==> config.mk <==
export PLATFORM = sky130hd
export DESIGN_NAME = lstm_seq_sched_flat
export DESIGN_NICKNAME = d
export VERILOG_FILES = /design/src/rtl/lstm_pkg.sv /design/src/rtl/lstm_seq_sched_if.sv /design/src/rtl/lstm_h_serializer.sv /design/src/rtl/lstm_seq_sched.sv /design/src/flat_wrapper.sv
export SDC_FILE = /design/constraint.sdc
export NUM_CORES = 1
export LEC_CHECK = 0
export ABC_AREA = 1
export CAP_MARGIN = 20
export CORE_ASPECT_RATIO = 1.25
export CORE_MARGIN = 5
export CORE_UTILIZATION = 45
export DETAILED_ROUTE_END_ITERATION = 10
export HOLD_SLACK_MARGIN = 0.05
export PLACE_DENSITY = 0.71
export SLEW_MARGIN = 25
export SYNTH_ARGS = -nofsm -noshare
export SYNTH_HDL_FRONTEND = slang
export SYNTH_SLANG_ARGS = --single-unit
==> constraint.sdc <==
create_clock -name clock -period 3.97 [get_ports clock]
set_input_delay 0.397 -clock clock [delete_from_list [all_inputs] [get_ports clock]]
set_output_delay 0.397 -clock clock [all_outputs]
set_load 0.02 [all_outputs]
==> src/rtl/lstm_pkg.sv <==
// rtl/lstm_pkg.sv - shared types and helpers for the LSTM sequence scheduler
// Contents: lstm_state_e (scheduler FSM states), lstm_clog2 (width helper, minimum 1).
package lstm_pkg;

    typedef enum logic [2:0] {
        IDLE,
        CLR,
        ISSUE,
        WAIT,
        SETTLE,
        DRAIN
    } lstm_state_e;

    // Ceiling log2 used for index/counter widths; never returns less than 1
    // so a single-entry dimension still gets a legal one-bit vector.
    function automatic int lstm_clog2(input int value);
        int r;
        int v;
        r = 0;
        v = value - 1;
        while (v > 0) begin
            r = r + 1;
            v = v >> 1;
        end
        return (r < 1) ? 1 : r;
    endfunction

endpackage

==> src/rtl/lstm_seq_sched_if.sv <==
// rtl/lstm_seq_sched_if.sv - sample/network/neuron-word bundle of the LSTM sequence scheduler
// Groups: in_* sample stream, net_* network control/result, out_* serialized neuron words,
// step and err_timeout status. Modport slave = scheduler side, master = environment side.
interface lstm_seq_sched_if import lstm_pkg::*; #(
    parameter int INPUT_SZ  = 2,
    parameter int HIDDEN_SZ = 8,
    parameter int QN        = 6,
    parameter int QM        = 11,
    parameter int SEQ_LEN   = 8
);
    localparam int BITWIDTH = QN + QM + 1;
    localparam int IN_W     = BITWIDTH * INPUT_SZ;
    localparam int H_W      = BITWIDTH * HIDDEN_SZ;
    localparam int IDX_W    = lstm_clog2(HIDDEN_SZ);
    localparam int STEP_W   = lstm_clog2(SEQ_LEN);

    logic                in_valid;
    logic                in_ready;
    logic [IN_W-1:0]     in_data;
    logic [IN_W-1:0]     net_x;
    logic                net_reset;
    logic                net_newSample;
    logic                net_dataReady;
    logic [H_W-1:0]      net_h;
    logic                out_valid;
    logic                out_ready;
    logic [BITWIDTH-1:0] out_data;
    logic [IDX_W-1:0]    out_idx;
    logic                out_last;
    logic [STEP_W-1:0]   step;
    logic                err_timeout;

    modport slave (
        input  in_valid, in_data, net_dataReady, net_h, out_ready,
        output in_ready, net_x, net_reset, net_newSample,
               out_valid, out_data, out_idx, out_last, step, err_timeout
    );

    modport master (
        output in_valid, in_data, net_dataReady, net_h, out_ready,
        input  in_ready, net_x, net_reset, net_newSample,
               out_valid, out_data, out_idx, out_last, step, err_timeout
    );

endinterface

==> src/rtl/lstm_h_serializer.sv <==
// rtl/lstm_h_serializer.sv - captures the hidden vector and emits it one neuron word at a time
// Ports: clock/reset (async active-low), capture (load pulse), h_in (hidden vector),
// out_valid/out_ready/out_data/out_idx (word handshake), done (last word accepted, combinational).
module lstm_h_serializer import lstm_pkg::*; #(
    parameter int HIDDEN_SZ = 8,
    parameter int BITWIDTH  = 18,
    parameter int IDX_W     = lstm_clog2(HIDDEN_SZ)
) (
    input  logic                          clock,
    input  logic                          reset,
    input  logic                          capture,
    input  logic [BITWIDTH*HIDDEN_SZ-1:0] h_in,
    input  logic                          out_ready,
    output logic                          out_valid,
    output logic [BITWIDTH-1:0]           out_data,
    output logic [IDX_W-1:0]              out_idx,
    output logic                          done
);
    localparam int H_W = BITWIDTH * HIDDEN_SZ;

    logic [H_W-1:0]   h_q, h_d;
    logic [IDX_W-1:0] idx_q, idx_d;
    logic             valid_q, valid_d;
    logic             last_word;

    assign last_word = (idx_q == IDX_W'(HIDDEN_SZ - 1));

    always_comb begin
        h_d     = h_q;
        idx_d   = idx_q;
        valid_d = valid_q;
        done    = 1'b0;
        if (capture) begin
            h_d     = h_in;
            idx_d   = '0;
            valid_d = 1'b1;
        end else if (valid_q && out_ready) begin
            if (last_word) begin
                // Park the index at 0 so a stale index never lingers after the burst.
                valid_d = 1'b0;
                idx_d   = '0;
                done    = 1'b1;
            end else begin
                idx_d = idx_q + 1'b1;
            end
        end
    end

    always_ff @(posedge clock or negedge reset) begin
        if (!reset) begin
            h_q     <= '0;
            idx_q   <= '0;
            valid_q <= 1'b0;
        end else begin
            h_q     <= h_d;
            idx_q   <= idx_d;
            valid_q <= valid_d;
        end
    end

    // Word is selected from registered state only, so it is stable during back-pressure.
    assign out_data  = h_q[idx_q*BITWIDTH +: BITWIDTH];
    assign out_idx   = idx_q;
    assign out_valid = valid_q;

endmodule

==> src/rtl/lstm_seq_sched.sv <==
// rtl/lstm_seq_sched.sv - per-timestep scheduler driving an LSTM core and serializing its hidden vector
// Ports: clock, reset (async active-low), bus (lstm_seq_sched_if.slave: sample in, network
// control/result, neuron word out, step, err_timeout).
// Optional watchdog on WAIT enabled by defining LSTM_SCHED_TIMEOUT_EN; otherwise err_timeout is 0.
module lstm_seq_sched import lstm_pkg::*; #(
    parameter int INPUT_SZ       = 2,
    parameter int HIDDEN_SZ      = 8,
    parameter int QN             = 6,
    parameter int QM             = 11,
    parameter int SEQ_LEN        = 8,
    parameter int CLR_CYCLES     = 4,
    parameter int SETTLE_CYCLES  = 2,
    parameter int TIMEOUT_CYCLES = 1024
) (
    input  logic               clock,
    input  logic               reset,
    lstm_seq_sched_if.slave    bus
);
    localparam int BITWIDTH = QN + QM + 1;
    localparam int IN_W     = BITWIDTH * INPUT_SZ;
    localparam int IDX_W    = lstm_clog2(HIDDEN_SZ);
    localparam int STEP_W   = lstm_clog2(SEQ_LEN);
    localparam int CNT_W    = 16;

    lstm_state_e       state_q, state_d;
    logic [STEP_W-1:0] step_q, step_d;
    logic [CNT_W-1:0]  cnt_q, cnt_d;
    logic [IN_W-1:0]   x_q, x_d;
    logic              net_reset_q, net_reset_d;
    logic              new_sample_q, new_sample_d;
    logic              dr_prev_q, dr_prev_d;
    logic              edge_seen_q, edge_seen_d;
    logic              dr_rise;
    logic              capture;
    logic              ser_done;
    logic              ser_valid;
    logic [IDX_W-1:0]  ser_idx;

`ifdef LSTM_SCHED_TIMEOUT_EN
    localparam int WD_W = lstm_clog2(TIMEOUT_CYCLES) + 1;
    logic [WD_W-1:0] wd_q, wd_d;
    logic            err_q, err_d;
`endif

    assign dr_rise = bus.net_dataReady && !dr_prev_q;

    always_comb begin
        state_d     = state_q;
        step_d      = step_q;
        cnt_d       = cnt_q;
        x_d         = x_q;
        edge_seen_d = edge_seen_q;
        dr_prev_d   = bus.net_dataReady;
        capture     = 1'b0;
`ifdef LSTM_SCHED_TIMEOUT_EN
        wd_d        = wd_q;
        err_d       = err_q;
`endif
        case (state_q)
            IDLE: begin
                if (bus.in_valid) begin
                    x_d         = bus.in_data;
                    cnt_d       = '0;
                    edge_seen_d = 1'b0;
                    // Only the first timestep of a sequence clears the network state.
                    state_d     = (step_q == '0) ? CLR : ISSUE;
                end
            end
            CLR: begin
                if (cnt_q == CNT_W'(CLR_CYCLES - 1)) begin
                    cnt_d   = '0;
                    state_d = ISSUE;
                end else begin
                    cnt_d = cnt_q + 1'b1;
                end
            end
            ISSUE: begin
                // A fast network may complete while the start pulse is still high;
                // remember that edge so WAIT does not miss it.
                edge_seen_d = dr_rise;
                state_d     = WAIT;
`ifdef LSTM_SCHED_TIMEOUT_EN
                wd_d        = '0;
`endif
            end
            WAIT: begin
                if (dr_rise || edge_seen_q) begin
                    cnt_d   = '0;
                    state_d = SETTLE;
                end
`ifdef LSTM_SCHED_TIMEOUT_EN
                else if (wd_q == WD_W'(TIMEOUT_CYCLES - 1)) begin
                    err_d   = 1'b1;
                    step_d  = '0;
                    state_d = IDLE;
                end else begin
                    wd_d = wd_q + 1'b1;
                end
`endif
            end
            SETTLE: begin
                if (cnt_q == CNT_W'(SETTLE_CYCLES - 1)) begin
                    capture = 1'b1;
                    state_d = DRAIN;
                end else begin
                    cnt_d = cnt_q + 1'b1;
                end
            end
            DRAIN: begin
                if (ser_done) begin
                    step_d  = (step_q == STEP_W'(SEQ_LEN - 1)) ? '0 : step_q + 1'b1;
                    state_d = IDLE;
                end
            end
            default: state_d = IDLE;
        endcase
        net_reset_d  = (state_d == CLR);
        new_sample_d = (state_d == ISSUE);
    end

    always_ff @(posedge clock or negedge reset) begin
        if (!reset) begin
            state_q      <= IDLE;
            step_q       <= '0;
            cnt_q        <= '0;
            x_q          <= '0;
            net_reset_q  <= 1'b0;
            new_sample_q <= 1'b0;
            dr_prev_q    <= 1'b0;
            edge_seen_q  <= 1'b0;
`ifdef LSTM_SCHED_TIMEOUT_EN
            wd_q         <= '0;
            err_q        <= 1'b0;
`endif
        end else begin
            state_q      <= state_d;
            step_q       <= step_d;
            cnt_q        <= cnt_d;
            x_q          <= x_d;
            net_reset_q  <= net_reset_d;
            new_sample_q <= new_sample_d;
            dr_prev_q    <= dr_prev_d;
            edge_seen_q  <= edge_seen_d;
`ifdef LSTM_SCHED_TIMEOUT_EN
            wd_q         <= wd_d;
            err_q        <= err_d;
`endif
        end
    end

    lstm_h_serializer #(
        .HIDDEN_SZ (HIDDEN_SZ),
        .BITWIDTH  (BITWIDTH),
        .IDX_W     (IDX_W)
    ) u_ser (
        .clock     (clock),
        .reset     (reset),
        .capture   (capture),
        .h_in      (bus.net_h),
        .out_ready (bus.out_ready),
        .out_valid (ser_valid),
        .out_data  (bus.out_data),
        .out_idx   (ser_idx),
        .done      (ser_done)
    );

    assign bus.in_ready      = (state_q == IDLE);
    assign bus.net_x         = x_q;
    assign bus.net_reset     = net_reset_q;
    assign bus.net_newSample = new_sample_q;
    assign bus.out_valid     = ser_valid;
    assign bus.out_idx       = ser_idx;
    assign bus.out_last      = ser_valid && (ser_idx == IDX_W'(HIDDEN_SZ - 1))
                               && (step_q == STEP_W'(SEQ_LEN - 1));
    assign bus.step          = step_q;
`ifdef LSTM_SCHED_TIMEOUT_EN
    assign bus.err_timeout   = err_q;
`else
    assign bus.err_timeout   = 1'b0;
`endif

endmodule
==> src/flat_wrapper.sv <==
// flat-port wrapper written by rule: the top's interface ports become plain ports
module lstm_seq_sched_flat import lstm_pkg::*;
#(
    parameter int INPUT_SZ       = 2,
    parameter int HIDDEN_SZ      = 8,
    parameter int QN             = 6,
    parameter int QM             = 11,
    parameter int SEQ_LEN        = 8,
    parameter int CLR_CYCLES     = 4,
    parameter int SETTLE_CYCLES  = 2,
    parameter int TIMEOUT_CYCLES = 1024
)
  (clock, reset, bus_in_valid, bus_in_data, bus_net_dataReady, bus_net_h, bus_out_ready, bus_in_ready, bus_net_x, bus_net_reset, bus_net_newSample, bus_out_valid, bus_out_data, bus_out_idx, bus_out_last, bus_step, bus_err_timeout);
  lstm_seq_sched_if #(.INPUT_SZ(INPUT_SZ), .HIDDEN_SZ(HIDDEN_SZ), .QN(QN), .QM(QM), .SEQ_LEN(SEQ_LEN)) bus_i ();
  input  logic clock;
  input  logic reset;
  input wire logic [$bits(bus_i.in_valid)-1:0] bus_in_valid;
  input wire logic [$bits(bus_i.in_data)-1:0] bus_in_data;
  input wire logic [$bits(bus_i.net_dataReady)-1:0] bus_net_dataReady;
  input wire logic [$bits(bus_i.net_h)-1:0] bus_net_h;
  input wire logic [$bits(bus_i.out_ready)-1:0] bus_out_ready;
  output wire logic [$bits(bus_i.in_ready)-1:0] bus_in_ready;
  output wire logic [$bits(bus_i.net_x)-1:0] bus_net_x;
  output wire logic [$bits(bus_i.net_reset)-1:0] bus_net_reset;
  output wire logic [$bits(bus_i.net_newSample)-1:0] bus_net_newSample;
  output wire logic [$bits(bus_i.out_valid)-1:0] bus_out_valid;
  output wire logic [$bits(bus_i.out_data)-1:0] bus_out_data;
  output wire logic [$bits(bus_i.out_idx)-1:0] bus_out_idx;
  output wire logic [$bits(bus_i.out_last)-1:0] bus_out_last;
  output wire logic [$bits(bus_i.step)-1:0] bus_step;
  output wire logic [$bits(bus_i.err_timeout)-1:0] bus_err_timeout;
  assign bus_i.in_valid = bus_in_valid;
  assign bus_i.in_data = bus_in_data;
  assign bus_i.net_dataReady = bus_net_dataReady;
  assign bus_i.net_h = bus_net_h;
  assign bus_i.out_ready = bus_out_ready;
  assign bus_in_ready = bus_i.in_ready;
  assign bus_net_x = bus_i.net_x;
  assign bus_net_reset = bus_i.net_reset;
  assign bus_net_newSample = bus_i.net_newSample;
  assign bus_out_valid = bus_i.out_valid;
  assign bus_out_data = bus_i.out_data;
  assign bus_out_idx = bus_i.out_idx;
  assign bus_out_last = bus_i.out_last;
  assign bus_step = bus_i.step;
  assign bus_err_timeout = bus_i.err_timeout;
  lstm_seq_sched #(.INPUT_SZ(INPUT_SZ), .HIDDEN_SZ(HIDDEN_SZ), .QN(QN), .QM(QM), .SEQ_LEN(SEQ_LEN), .CLR_CYCLES(CLR_CYCLES), .SETTLE_CYCLES(SETTLE_CYCLES), .TIMEOUT_CYCLES(TIMEOUT_CYCLES)) u_core (.clock(clock), .reset(reset), .bus(bus_i));
endmodule
==> flow_summary.toml <==
[power]
power_frac_seq = 0.372
p_int_w = 0.006280
netSwitchingPower_w = 0.004219
peakVddDrop_mv = 0.6519
pwr_density_cell_nw_per_um2 = 776.9
switching_share = 0.4018
comb_power_share = 0.418
p_leak_nw = 6.275
p_clk_frac = 0.210

[clock_tree]
clock_path_buffers = 3
ctsHtreeMaxLevel = 1
numCtsBuffers = 23
cts_num_sinks = 210
cts_tree = "done"
insertion_delay_ps = 500
root_buffer = "clkbuf_16"
cts.reportedPaths.clkPinSlew_ps = 60
post_cts_buffers = 0

[place]
gp_congestion = 0.8417
place_ws_ps = 1158
dp_hpwl_mm = 21.50
portBuffers = 249
post_dp_cell_area_um2 = 12690
placedCellCount = 1801

[final_layout]
fin_util = 0.6084
diodes = 0
drive_gt1_frac = 0.07559
finalNetCount = 1737
fill_cells = 1988
layout.cells.non_filler = 1844
syn_to_final_growth_pct = 33.76
stdcell_area_um2 = 13510

[global_routing]
antenna_found_initial = 0
grt_util_all_layers = 0.2331
overflow = 0
grt_start_max_net_pins = 134
grt_first_pass_wirelength_mm = 47.53
grt_pass1_vias = 9206

[routing]
antenna_left = 0
dr.pass1.iters = 5
wl_per_cell_um = 16.41
routed.top_layer = "met4"
drt-total-wl_mm = 30.26
initialDrtViolationCount = 722
routed_via_density = 5.039
vias = 9292
drc = 0
wl_met2_mm = 14.63
wl_met1_mm = 12.20
wl_met3_mm = 2.731

[sta]
fmax_mhz = 296.1
layout_setup_ws_ps = 592.7
max-slew-margin-rel = 0.4055
period_share = 0.8507
fin_skew_ps = 12.85
hold_viol = 0
setup_tns_ps = 0
slew_viol_final = 0
setup_viol = 0
worstMarginPinSlew_ps = 891.8
rsz0062_at_grt = "false"
period_minus_slack_ps = 3377

[worst_hold_path]
hp-start = "bus_net_dataReady"
min_path_type = "in -> reg"
hold_path_end = "u_core.dr_prev_q$_DFF_PN0_"
hold-path-cell-count = 1

[setup_path]
cp-start-kind = "flip-flop"
cp_max_fo = 22
reg2reg_slack_ps = 1520
worst_r2r_path_depth = 8
worst_setup_path_end_kind = "output pin"
crit_arrival_ps = 2980
r2r_end = "u_core.u_ser.h_q[143]$_DFFE_PN0P_"
path_class = "reg -> out"
worstSetupStartpoint = "u_core.u_ser.out_idx[2]$_DFFE_PN0P_"
required_ps = 3570
r2r-start = "u_core.cnt_q[7]$_DFFE_PN0P_"

[logic_synthesis]
synth_area_um2 = 10100
synth-seq-cells = 210
synthesis.nets = 1519
synth_cell_types = 33
synthCells = 1327
yosysWarningCount = 0
seq_area_frac_synth = 0.5202
postSynthAreaPerCell_um2 = 7.613

[die]
fp.dieH_um = 177.5
die_w_um = 144.0
start_util = 0.4548
die-area_um2 = 25560
io_pins = 251
coreArea_um2 = 22210
core.rowCount = 61

[run_status]
status = "finished clean"

[flow_run]
max_cap_viol_count = 0
## power by group through the flow
stage | Sequential, W | Combinational [W] | Clock [W]
2_1_floorplan | 0.00384 | 0.00249 | 0
3_3_place_gp | 0.00389 | 0.00429 | 0
3_5_place_dp | 0.00392 | 0.00437 | 0
4_1_cts | 0.00389 | 0.00441 | 0.00224
5_1_grt | 0.00403 | 0.00491 | 0.00233
6_report | 0.00390 | 0.00439 | 0.00221
## routing by layer
| metal | GRT usage | up-vias |
|---|---|---|
| met5 | 0 | - |
| met4 | 0.06162 | 0 |
| met3 | 0.05633 | 46 |
| met2 | 0.3973 | 326 |
| met1 | 0.2967 | 4365 |
| li1 | - | 4555 |
## state kept, by name, indices dropped and copies added, names as in the netlist
signal / cells
u_core.dr_prev_q: 1
u_core.state_q: 3
u_core.bus.step: 3
u_core.u_ser.out_idx: 3
u_core.u_ser.out_valid: 1
u_core.edge_seen_q: 1
u_core.bus.net_newSample: 1
u_core.bus.net_reset: 1
u_core.u_ser.h_q: 144
u_core.bus.net_x: 36
u_core.cnt_q: 16
## metrics by stage
step                hold slack, ps  power (W)
floorplan                    101.4   0.006334
CTS                          82.66    0.01055
global placement             453.2   0.008185
global route                 392.1    0.01126
finish                       389.9    0.01050
detailed placement           457.0   0.008285
## what timing repair did
item / CTS / global route
endpoints found under the hold margin: 0 / 49
hold buffers: 0 / 1
gates resized for setup: 0 / 0
endpoints found under the setup margin: 0 / 0
## logic make-up after synthesis
| group | Yosys count | synth area share |
|---|---|---|
| compound gates | 137 | 0.07258 |
| flops | 210 | 0.5202 |
| xor+xnor | 3 | 0.002601 |
| fa+ha+maj | 7 | 0.008669 |
| buf+inv | 107 | 0.05351 |
| simple gates | 862 | 0.3421 |
| other cells | 1 | 0.0003712 |
## worst max-delay path: stages, from the launching register on
cell and delay, ps:
dfrtp_1 840, clkinv_1 690, nand2_1 220, nand2_1 150, clkdlybuf4s50_1 570
## cell usage after synthesis, drive strengths merged
master    n  share of area
nor2    573           0.23
nand2   252          0.094
dfrtp   210           0.52
o21ai   112          0.055
buf      39          0.028
inv      37          0.014
clkbuf   30          0.011
nand3    23          0.013
nand4    11         0.0068
o211ai   10         0.0074
a21oi     7         0.0035
ha        7         0.0087
o21bai    3         0.0022
or2       2         0.0012
xor2      2         0.0017
a21boi    1        0.00074
a21o      1        0.00074
clkinv    1        0.00037
conb      1        0.00037
nor3      1        0.00049
o221ai    1        0.00087
o311ai    1        0.00087
o31ai     1        0.00074
xnor2     1        0.00087
## worst max path at each step
| stage | cells past startpoint | end |
|---|---|---|
| 2_1_floorplan | 6 | bus_out_data[11] |
| 3_3_place_gp | 4 | bus_out_data[11] |
| 3_5_place_dp | 4 | bus_out_data[9] |
| 4_1_cts | 4 | bus_out_data[9] |
| 5_1_grt | 4 | bus_out_data[11] |
| 6_report | 4 | bus_out_data[11] |
## final cells by class
type	instances	area, um^2	area share
clock buffer	30	641.9	0.04750
clock inverter	11	145.1	0.01074
inverter	38	145.1	0.01074
multi-input combinational	1010	4314	0.3193
sequential	210	5258	0.3891
tap	283	354.1	0.02620
timing repair buffer	262	2655	0.1965
## layout by cell type (no fill, tap or decap), drive strengths merged, types with 7 or more instances in the layout
master / count
clkbuf: 30
dfrtp: 210
clkdlybuf4s50: 248
nand3: 23
nor2: 573
inv: 38
o211ai: 10
buf: 13
nand4: 11
a21oi: 7
nand2: 252
o21ai: 112
ha: 7
No activity file was read; power rests on OpenSTA's default activity.
